==> src/rtl/serial_pkg.sv <==
// Shared constants and state type for the serial link (transmitter and receiver).
package serial_pkg;

    localparam int unsigned FRAME_BITS = 10;
    localparam int unsigned DATA_BITS  = 8;
    localparam logic        START_BIT  = 1'b0;
    localparam logic        STOP_BIT   = 1'b1;

    // Encodings pinned so the state flop matches the legacy two-state layout.
    typedef enum logic [0:0] {
        IDLE  = 1'b0,
        SHIFT = 1'b1
    } txState_t;

    function automatic logic [FRAME_BITS-1:0] makeFrame(input logic [DATA_BITS-1:0] data);
        return {STOP_BIT, data, START_BIT};
    endfunction

endpackage

==> src/rtl/baud_counter.sv <==
// Bit-period counter: counts 0..CLKS_PER_BIT-1 while enabled, pulses tick at terminal count.
module baud_counter #(
    parameter int unsigned CLKS_PER_BIT = 16
) (
    input  logic CLK,
    input  logic RST,
    input  logic clear,
    input  logic enable,
    output logic tick
);

    localparam int unsigned      CNT_W    = $clog2(CLKS_PER_BIT);
    localparam logic [CNT_W-1:0] TERMINAL = CNT_W'(CLKS_PER_BIT - 1);

    logic [CNT_W-1:0] count;

    always_ff @(posedge CLK) begin
        if (RST || clear) begin
            count <= '0;
        end else if (enable) begin
            count <= (count == TERMINAL) ? '0 : count + 1'b1;
        end
    end

    assign tick = enable && (count == TERMINAL);

endmodule

==> src/rtl/serial_transmitter.sv <==
// Parallel-to-serial framer: start bit, 8 data bits LSB-first, stop bit, each CLKS_PER_BIT cycles.
module serial_transmitter
    import serial_pkg::*;
#(
    parameter int unsigned CLKS_PER_BIT = 16
) (
    input  logic                 CLK,
    input  logic                 RST,
    input  logic [DATA_BITS-1:0] TxData,
    input  logic                 TxValid,
    output logic                 TxReady,
    output logic                 SerialOUT,
    output logic                 Busy
);

    localparam logic [3:0] LAST_BIT = 4'(FRAME_BITS - 1);

    txState_t              state;
    logic [3:0]            bitCnt;
    logic [FRAME_BITS-1:0] frame;
    logic                  shifting;
    logic                  bitTick;
    logic                  lastBitDone;
    logic                  transfer;

    assign shifting = (state == SHIFT);

    baud_counter #(
        .CLKS_PER_BIT(CLKS_PER_BIT)
    ) baudCounter (
        .CLK    (CLK),
        .RST    (RST),
        .clear  (transfer),
        .enable (shifting),
        .tick   (bitTick)
    );

    // Ready also in the last stop-bit cycle so back-to-back frames have no idle gap.
    assign lastBitDone = shifting && bitTick && (bitCnt == LAST_BIT);
    assign TxReady     = (state == IDLE) || lastBitDone;
    assign transfer    = TxValid && TxReady;

    always_ff @(posedge CLK) begin
        if (RST) begin
            state  <= IDLE;
            bitCnt <= '0;
            frame  <= '1;
        end else if (transfer) begin
            state  <= SHIFT;
            bitCnt <= '0;
            frame  <= makeFrame(TxData);
        end else if (shifting && bitTick) begin
            frame <= {STOP_BIT, frame[FRAME_BITS-1:1]};
            if (lastBitDone) begin
                state  <= IDLE;
                bitCnt <= '0;
            end else begin
                bitCnt <= bitCnt + 1'b1;
            end
        end
    end

    // Frame fills with 1s while shifting, so bit 0 is the idle-high line outside a frame.
    assign SerialOUT = frame[0];
    assign Busy      = shifting;

endmodule
==> config.mk <==
export PLATFORM = sky130hd
export DESIGN_NAME = serial_transmitter
export DESIGN_NICKNAME = d
export VERILOG_FILES = /design/src/rtl/serial_pkg.sv /design/src/rtl/baud_counter.sv /design/src/rtl/serial_transmitter.sv
export SDC_FILE = /design/constraint.sdc
export NUM_CORES = 1
export LEC_CHECK = 0
export ABC_AREA = 1
export CORE_AREA = 5 5 54 56
export CTS_CLUSTER_DIAMETER = 50
export DETAILED_ROUTE_END_ITERATION = 16
export DIE_AREA = 0 0 59 61
export PLACE_DENSITY = 0.66
export SKIP_CTS_REPAIR_TIMING = 1
export SLEW_MARGIN = 20
export SYNTH_ARGS = -nofsm -noshare
export SYNTH_HDL_FRONTEND = slang
export SYNTH_SLANG_ARGS = --single-unit
export TNS_END_PERCENT = 100
==> constraint.sdc <==
create_clock -name CLK -period 3.6 [get_ports CLK]
set_clock_uncertainty 0.1 [all_clocks]
set_input_delay 0.72 -clock CLK [delete_from_list [all_inputs] [get_ports CLK]]
set_output_delay 0.72 -clock CLK [all_outputs]
set_load 0.03 [all_outputs]
==> summary.txt, run 1 <==
Worst setup path
  – Reg-to-reg slack, setup: 1770 ps
  – CP arrival: ~2100 ps
  – R2R depth: 6
  – Worst path max stage delay: 730 ps
  – CP Cell Sequence: ha_1, nand3_2, o21ai_4, clkdlybuf4s50_1
  – Worst path required time: around 2800 ps
  – Top delay family on crit path: buffers and inverters
  – Crit path depth: 4
  – WP buf/inv: 1
  – CP Capture Type: output port
  – Worst Setup Start Kind: register
  – Critical-path top delay cell: clkdlybuf4s50_1
  – Crit path kind: reg2out
  – Worst-path fanout max: 10

Routing
  – 1st-iter DRT viols: 17
  – Avg WL per Cell: between 10 and 15 microns
  – Pre-antenna DRT Iters: 4
  – Vias per cell: a little under 5
  – Drt total wl: 1825 microns
  – Via count: between 700 and 800
  – ANT nets after route: 0
  – DRC viols: 0

Min path
  – Hold Path Class: reg2reg
  – Hold Path Stages: 2

Floorplan
  – Initial core utilization: a little under two fifths
  – Row count: 18
  – I/O pin cnt: 14
  – Die W: roughly 60 microns
  – Core area: 2387 sq um
  – Die height: 61 microns
  – DIE AREA: around 3600 sq um

Placed design
  – Post-DP HPWL: around 1400 microns
  – Routability Congestion: 0.7889
  – Placed insts: 158
  – PortBufs: 13

Pwr
  – Power per cell area: ~350 nW/um^2
  – Worst-case vdd ir drop: 0.1555 mV
  – Internal: 0.0002736 W
  – Sw Pwr: 0.00009948 W
  – Comb power frac: between 10% and 20%
  – Clock power frac: 27.3%
  – Static leakage: 0.4389 nW
  – Sequential power share: 58.0%
  – Switching Share: 26.67%

GRT
  – Met1 Resource Use GR: a little over an eighth
  – First-pass GRT wire length: around 3200 microns
  – Largest net degree at the start of global routing: 16
  – Met2 Use GR: 19.72%
  – Total gr overflow: 0
  – Total track usage: a little under an eighth
  – Number of global-route vias before repair: 764
  – Met3 Resource Use GR: ~2.1%
  – GRT busiest layer: met2
  – Initial antenna violation count: 0

STA
  – Tcrit/Tclk final: 80.81%
  – Slew @ Worst Pin: 462.5 ps
  – Setup TNS: 0 ps
  – RSZ-0062 raised after global routing: no
  – Rel. slew slack: 69.13%
  – Fmax achieved: between 300 and 400 MHz
  – Worst hold slack: between 300 and 400 ps
  – Final hold vios: 0
  – Count of final setup violators: 0
  – Slew Viols, Final: 0
  – Minimum clock period: 2909 ps

Flow run
  – Max Cap Viol: 0

Finish
  – Post-Route Utilization: 44.23%
  – Commonest non-fill, non-tap cells in the layout: nand2_1 (22), dfxtp_1 (18), nand3_1 (15)
  – Area growth syn-to-layout: 17.38%
  – Final #Nets: 147
  – Most common cell after layout, fill and taps aside: nand2_1
  – # diodes: 0
  – Final Non-Filler Cells: about 160
  – Layout cells sized above 1: just over 6%

Clock tree
  – Worst-case clock buffer depth: 2
  – Clock transition at path regs: 110 ps
  – Root buffer cell: clkbuf_4
  – CTS tree: yes
  – Later-pin clock latency in the skew report: 290 ps
  – Number of clock sinks: 18
  – Number of buffers created by CTS: 3
  – H-tree depth: 1

Synthesis
  – Seq cells post-synth: 18
  – Syn_area_per_cell: roughly 7.6 sq um
  – Mapped Area: between 800 and 900 sq um
  – Synthesis warning total: 0
  – Synth cell types: 22
  – Net Count, Synth: 133
  – Post-Synthesis Cells: ~120
  – Sequential-to-total area share from yosys stat: 40.06%

Outcome
  – Status: complete, no violations
## routing by layer
layer,wire length [microns],part of all wire (%)
met4,40,2.2
met5,0,0
met3,101,5.5
met1,832,46
met2,851,47
## path summary, 6_finish.rpt
check	start	endpoint
max	baudCounter.count[0]$_SDFFE_PP0P_	TxReady
min	baudCounter.count[1]$_SDFFE_PP0P_	baudCounter.count[1]$_SDFFE_PP0P_
max reg2reg	Busy$_SDFFE_PP0P_	frame[6]$_SDFFE_PP1P_
min reg2reg	baudCounter.count[1]$_SDFFE_PP0P_	baudCounter.count[1]$_SDFFE_PP0P_
## area by class of cell
class | count | area [sq um]
Clock buffer | 3 | 22.52
Fill cell | 245 | 1331
Inverter | 14 | 52.55
Multi-Input combinational cell | 83 | 452.9
Sequential cell | 18 | 360.3
Tap cell | 30 | 37.54
Timing Repair Buffer | 13 | 130.1
## worst reg2reg max path, cell delays in order (launching register included)
cell and delay (ps):
dfxtp_1 620, inv_1 180, nor2_1 220, nand2_1 290, nor2_1 230, nand2_1 70, nand4_1 60
## metrics by stage
step	power (W)	instance area, sq um	worst slack, ps
4_1_cts	0.0003748	1056	689.7
5_1_grt	0.0003888	1056	591.8
2_1_floorplan	0.0002563	899.6	1715
3_5_place_dp	0.0002757	1033	1020
6_report	0.0003731	1056	690.7
3_3_place_gp	0.0002747	1033	1056
## synth_stat cells, drive strengths merged
master,count,area (sq um)
nor3,2,10.01
o211ai,5,37.54
nand3,16,85.08
dfxtp,18,360.4
o21ai,6,41.29
clkinv,1,3.750
clkbuf,2,17.51
ha,3,37.54
inv,13,48.80
a21oi,5,28.78
nand2,23,93.84
xor2,3,26.28
nand4,6,37.54
buf,2,16.26
nor2,14,55.06
## power by group through the flow
stage          logic (W)  registers (W)  clock network (W)
2_1_floorplan  0.0000355       0.000221                  0
3_3_place_gp   0.0000543       0.000220                  0
3_5_place_dp   0.0000549       0.000221                  0
4_1_cts        0.0000553       0.000216           0.000103
5_1_grt        0.0000611       0.000217           0.000110
6_report       0.0000548       0.000216           0.000102
## flip-flops by register name (all words and copies together) (netlist names)
register / count
baudCounter.count: 4
bitCnt: 4
Busy: 1
frame: 9
## cells by family after synthesis
kind of cell               count (synthesis)  share of synthesized area (%)
adders and majority gates                  3                          4.173
DFF                                       18                          40.06
xor gates and xnor gates                   3                          2.921
and+or+nand+nor                           61                          31.29
buffers and inverters                     18                          9.595
AOI/OAI and AO/OA                         16                          11.96
Note: power is estimated with default switching activity, not from simulation.
==> run 2: changes to the inputs <==
- clock period: 3.6 -> 2.8 ns (I/O delays scaled with it)
==> run 2 against run 1 <==
First-iteration DRC count is 41% higher. Utilization is 0.89 points higher. Setup slack worse by 460 ps. Largest cell class unchanged. Critical endpoint unchanged. Flip-flop and latch count stayed put. Critical path depth stayed put. Non-clock buffer count is 1 higher.
==> summary.txt, run 2 (synthesized netlist as in run 1, its figures left out) <==
Outcome
  – Status: complete, no violations

Worst setup path
  – Worst-path fanout max: 4 (-6)
  – Worst path required time: 2140 ps (-640 ps)
  – Reg-to-reg slack, setup: 910 ps (-860 ps)
  – Critical R2R Capture: frame[4]$_SDFFE_PP1P_
  – Worst Setup Start Kind: register
  – CP arrival: 1910 ps (-180 ps)
  – R2R depth: 5 (-1)
  – Crit Reg-Reg Startpoint: Busy$_SDFFE_PP0P_
  – Crit path kind: reg2out
  – CP Capture Type: output port

Clock tree
  – Number of clock sinks: 18 (unchanged)
  – Worst-case clock buffer depth: 2 (unchanged)
  – Later-pin clock latency in the skew report: 290 ps (about the same)
  – Root buffer cell: clkbuf_4
  – Number of buffers created by CTS: 3 (unchanged)
  – H-tree depth: 1 (unchanged)
  – CTS tree: yes
  – Clock transition at path regs: 110 ps (about the same)

Finish
  – Most common cell after layout, fill and taps aside: nand2_1
  – Largest register by flop count: frame
  – Commonest non-fill, non-tap cells in the layout: nand2_1 (22), dfxtp_1 (18), nand3_1 (15)
  – Layout cells sized above 1: 7.519% (+1.4 points)
  – Final Non-Filler Cells: 163 (+1.2%)
  – Max reg flops: 9 (unchanged)
  – Largest registers: frame (9), baudCounter.count (4), bitCnt (4)
  – # diodes: 0 (unchanged)
  – Area growth syn-to-layout: 19.75%
  – Final #Nets: 148 (+0.68%)

STA
  – Slew @ Worst Pin: 474.0 ps (+11.51 ps)
  – Setup TNS: 0 ps (unchanged)
  – Slew Viols, Final: 0 (unchanged)
  – Count of final setup violators: 0 (unchanged)
  – Final hold vios: 0 (unchanged)
  – Rel. slew slack: 68.36% (-0.77 points)
  – RSZ-0062 raised after global routing: no
  – Minimum clock period: around 2600 ps
  – Tcrit/Tclk final: about nine tenths
  – Fmax achieved: 389.5 MHz

Pwr
  – Clock power frac: 31.5% (+4.2 points)
  – Worst-case vdd ir drop: 0.1816 mV (+17%)
  – Internal: 0.0003823 W (+40%)
  – Power per cell area: 476.4 nW/um^2 (+35%)
  – Sequential power share: 54.3% (-3.7 points)
  – Sw Pwr: 0.0001310 W (+32%)
  – Comb power frac: 14.3% (-0.4 points)
  – Static leakage: 0.4507 nW (+2.7%)
  – Switching Share: 25.52% (-1.1 points)

Floorplan
  – Die height: 61 microns (unchanged)
  – DIE AREA: 3599 sq um (unchanged)
  – Initial core utilization: 37.68% (unchanged)
  – Row count: 18 (unchanged)
  – Die W: 59 microns (unchanged)
  – Core area: 2387 sq um (unchanged)
  – I/O pin cnt: 14 (unchanged)

Min path
  – Hold Path Class: reg2reg
  – Hold_sp: frame[0]$_SDFFE_PP1P_
  – Worst Hold End: frame[0]$_SDFFE_PP1P_
  – Hold Path Stages: 2 (unchanged)

Placed design
  – Routability Congestion: 0.7561 (-4.2%)
  – Placed insts: 159 (+0.63%)
  – PortBufs: 13 (unchanged)
  – Post-DP HPWL: 1433 microns (+4.2%)

Routing
  – Via count: 804 (+1.8%)
  – DRC viols: 0 (unchanged)
  – Vias per cell: 4.933 (+0.52%)
  – 1st-iter DRT viols: 24 (+7)
  – Avg WL per Cell: 11.96 microns (+5.5%)
  – Pre-antenna DRT Iters: 4 (unchanged)
  – ANT nets after route: 0 (unchanged)
  – Drt total wl: 1950 microns (+6.8%)

Flow run
  – Max Cap Viol: 0 (unchanged)

GRT
  – First-pass GRT wire length: 3243 microns (+2.9%)
  – Total track usage: 11.84% (+0.40 points)
  – Largest net degree at the start of global routing: 16 (unchanged)
  – Total gr overflow: 0 (unchanged)
  – Number of global-route vias before repair: 762 (-0.26%)
  – Initial antenna violation count: 0 (unchanged)
-- run 2: cell types whose count changed in the layout (fill, tap and decap cells not counted) --
cell	change
clkbuf_8	+1
buf_4	+1
-- run 2: worst max-delay path by stage --
stage	start	to	slack (ps)	depth (start not counted)
finish	baudCounter.count[0]$_SDFFE_PP0P_	TxReady	230	4
global route	baudCounter.count[0]$_SDFFE_PP0P_	TxReady	130	4
CTS	baudCounter.count[0]$_SDFFE_PP0P_	TxReady	200	4
detailed placement	baudCounter.count[0]$_SDFFE_PP0P_	TxReady	560	4
global placement	baudCounter.count[0]$_SDFFE_PP0P_	TxReady	600	4
floorplan	baudCounter.count[0]$_SDFFE_PP0P_	TxReady	1070	3
-- run 2: layout make-up --
cell class | instances | area, sq um
flip-flops and latches | 18 | 360.3
well taps | 30 | 37.54
repair buffers | 14 | 137.6
multi-input cells | 83 | 452.9
inverters | 14 | 52.55
clock buffers | 4 | 36.28
fillers | 257 | 1310
-- run 2: power groups by stage --
stage | clock (W) | combinational, W | sequential [W]
2_1_floorplan | 0 | 0.0000456 | 0.000284
3_3_place_gp | 0 | 0.0000714 | 0.000283
3_5_place_dp | 0 | 0.0000733 | 0.000284
4_1_cts | 0.000166 | 0.0000739 | 0.000279
5_1_grt | 0.000173 | 0.0000813 | 0.000280
6_report | 0.000162 | 0.0000732 | 0.000278
-- run 2: worst max-delay path, stage by stage (launching register included) --
cell and delay [ps]:
dfxtp_1 400, ha_1 220, nand3_2 140, o21ai_4 170, clkdlybuf4s50_1 680
-- run 2: stage by stage --
step / total power, W / utilization (%) / hold slack (ps) / cell area (sq um) / setup slack [ps]
final: 0.0005132 / 45.13 / 393.4 / 1077 / 232.5
after global routing: 0.0005349 / 45.13 / 426.4 / 1077 / 126.1
after CTS: 0.0005183 / 45.13 / 396.2 / 1077 / 204.0
after detailed placement: 0.0003577 / 43.61 / 374.5 / 1041 / 561.5
after global placement: 0.0003547 / 43.61 / 364.7 / 1041 / 601.4
after floorplan: 0.0003295 / - / 343.2 / 899.6 / 1075
-- run 2: metal layers --
metal / GRT usage, % / up-vias / share of wire (%)
met5: 0 / - / 0
met4: 5.825 / 0 / 1.8
met2: 22.08 / 17 / 48
li1: - / 424 / -
met1: 12.69 / 359 / 43
met3: 2.340 / 4 / 6.2
==> run 3: changes to the inputs <==
- RECOVER_POWER: unset -> 50
==> run 3 against run 2 <==
Critical path depth did not move. Largest power group unchanged. Highest routed layer unchanged. Sequential power hardly changed. Flip-flop and latch count unchanged. Critical endpoint unchanged. Maximum frequency down 0.84%.
==> summary.txt, run 3 (synthesized netlist as in run 1, its figures left out) <==
STA
  – Minimum clock period: 2589 ps (+21.81 ps)
  – Final hold vios: 0 (unchanged)
  – Tcrit/Tclk final: 92.48% (+0.78 points)
  – PnR worst setup slack: 210.7 ps (-21.81 ps)
  – Slew Viols, Final: 0 (unchanged)
  – RSZ-0062 raised after global routing: no
  – Fmax achieved: 386.2 MHz (-0.84%)
  – Rel. slew slack: 58.89% (-9.5 points)
  – Count of final setup violators: 0 (unchanged)
  – Slew @ Worst Pin: 614.4 ps (+140.4 ps)
  – Setup TNS: 0 ps (unchanged)

Clock tree
  – Number of clock sinks: 18 (unchanged)
  – H-tree depth: 1 (unchanged)
  – CTS tree: yes
  – Number of buffers created by CTS: 3 (unchanged)
  – Later-pin clock latency in the skew report: 290 ps (about the same)
  – Worst-case clock buffer depth: 2 (unchanged)
  – Clock transition at path regs: 100 ps (about the same)
  – Root buffer cell: clkbuf_4

Routing
  – Pre-antenna DRT Iters: 4 (unchanged)
  – Drt total wl: 1950 microns (unchanged)
  – Vias per cell: 4.969 (+0.75%)
  – Via count: 810 (+0.75%)
  – 1st-iter DRT viols: 19 (-21%)
  – Avg WL per Cell: 11.96 microns (unchanged)
  – ANT nets after route: 0 (unchanged)
  – DRC viols: 0 (unchanged)

Worst setup path
  – CP arrival: 1930 ps (+20 ps)
  – Crit path kind: reg2out
  – Worst Setup Start Kind: register
  – Worst path required time: 2140 ps (about the same)
  – CP Capture Type: output port
  – Worst-path fanout max: 4 (unchanged)

Finish
  – Max reg flops: 9 (unchanged)
  – Final #Nets: 148 (unchanged)
  – Final Non-Filler Cells: 163 (unchanged)
  – # diodes: 0 (unchanged)
  – Largest registers: frame (9), baudCounter.count (4), bitCnt (4)
  – Layout cells sized above 1: 4.511% (-3.0 points)
  – Most common cell after layout, fill and taps aside: nand2_1
  – Commonest non-fill, non-tap cells in the layout: nand2_1 (23), dfxtp_1 (18), nand3_1 (16)
  – Area growth syn-to-layout: 17.66%
  – Largest register by flop count: frame

GRT
  – Total track usage: 11.84% (unchanged)
  – Total gr overflow: 0 (unchanged)
  – Largest net degree at the start of global routing: 16 (unchanged)
  – Initial antenna violation count: 0 (unchanged)
  – First-pass GRT wire length: 3243 microns (unchanged)
  – Number of global-route vias before repair: 762 (unchanged)

Placed design
  – Post-DP HPWL: 1433 microns (unchanged)
  – Routability Congestion: 0.7561 (unchanged)
  – Placed insts: 159 (unchanged)
  – PortBufs: 13 (unchanged)
  – DP Worst Slack: 561.5 ps (unchanged)

Floorplan
  – Core area: 2387 sq um (unchanged)
  – Row count: 18 (unchanged)
  – Die W: 59 microns (unchanged)
  – DIE AREA: 3599 sq um (unchanged)
  – I/O pin cnt: 14 (unchanged)
  – Die height: 61 microns (unchanged)
  – Initial core utilization: 37.68% (unchanged)

Pwr
  – Power per cell area: 482.7 nW/um^2 (+1.3%)
  – Worst-case vdd ir drop: 0.1833 mV (+0.93%)
  – Final Total Pwr: 0.0005110 W (-0.44%)
  – Static leakage: 0.4441 nW (-1.5%)

Flow run
  – Max Cap Viol: 0 (unchanged)

Min path
  – Hold Path Class: reg2reg

Outcome
  – Status: complete, no violations
run 3: cell type report:
cell class                      count  area [sq um]
Clock buffer                        4         36.28
Fill cell                         259          1329
Inverter                           14         52.55
Multi-Input combinational cell     83         437.9
Sequential cell                    18         360.3
Tap cell                           30         37.54
Timing Repair Buffer               14         133.9
run 3: per-layer routing:
layer	vias to the layer above	part of all wire [%]	GRT usage, %
li1	424	-	-
met1	363	43	12.69
met2	19	49	22.08
met3	4	5.7	2.340
met4	0	1.8	5.825
met5	-	0	0
run 3: path summary, 6_finish.rpt:
| check | cells past startpoint | end | startpoint | slack, ps |
|---|---|---|---|---|
| worst max-delay path | 4 | TxReady | baudCounter.count[0]$_SDFFE_PP0P_ | 210 |
| worst min-delay path | 2 | frame[0]$_SDFFE_PP1P_ | frame[0]$_SDFFE_PP1P_ | 400 |
| worst max register to register | 7 | frame[8]$_SDFFE_PP1P_ | baudCounter.count[0]$_SDFFE_PP0P_ | 550 |
| worst min register to register | 2 | frame[0]$_SDFFE_PP1P_ | frame[0]$_SDFFE_PP1P_ | 400 |
run 3: through the flow:
| stage | hold WS, ps | cell area, sq um | utilization (%) |
|---|---|---|---|
| 2_1_floorplan | 343.2 | 899.6 | - |
| 3_3_place_gp | 364.7 | 1041 | 43.61 |
| 3_5_place_dp | 374.5 | 1041 | 43.61 |
| 4_1_cts | 396.2 | 1077 | 45.13 |
| 5_1_grt | 426.5 | 1059 | 44.34 |
| 6_report | 397.1 | 1059 | 44.34 |
run 3: critical path, cell delays in order, from the launching register on:
cell,delay (ps)
dfxtp_1,400
ha_1,200
nand3_1,170
o21ai_4,190
clkdlybuf4s50_1,680
run 3: where the power goes:
group	total, W	switching [W]	internal [W]
Clock	0.000162	0.0000828	0.0000792
Combinational	0.0000705	0.0000374	0.0000331
Sequential	0.000278	0.0000102	0.000268
Total	0.000511	0.000130	0.000381
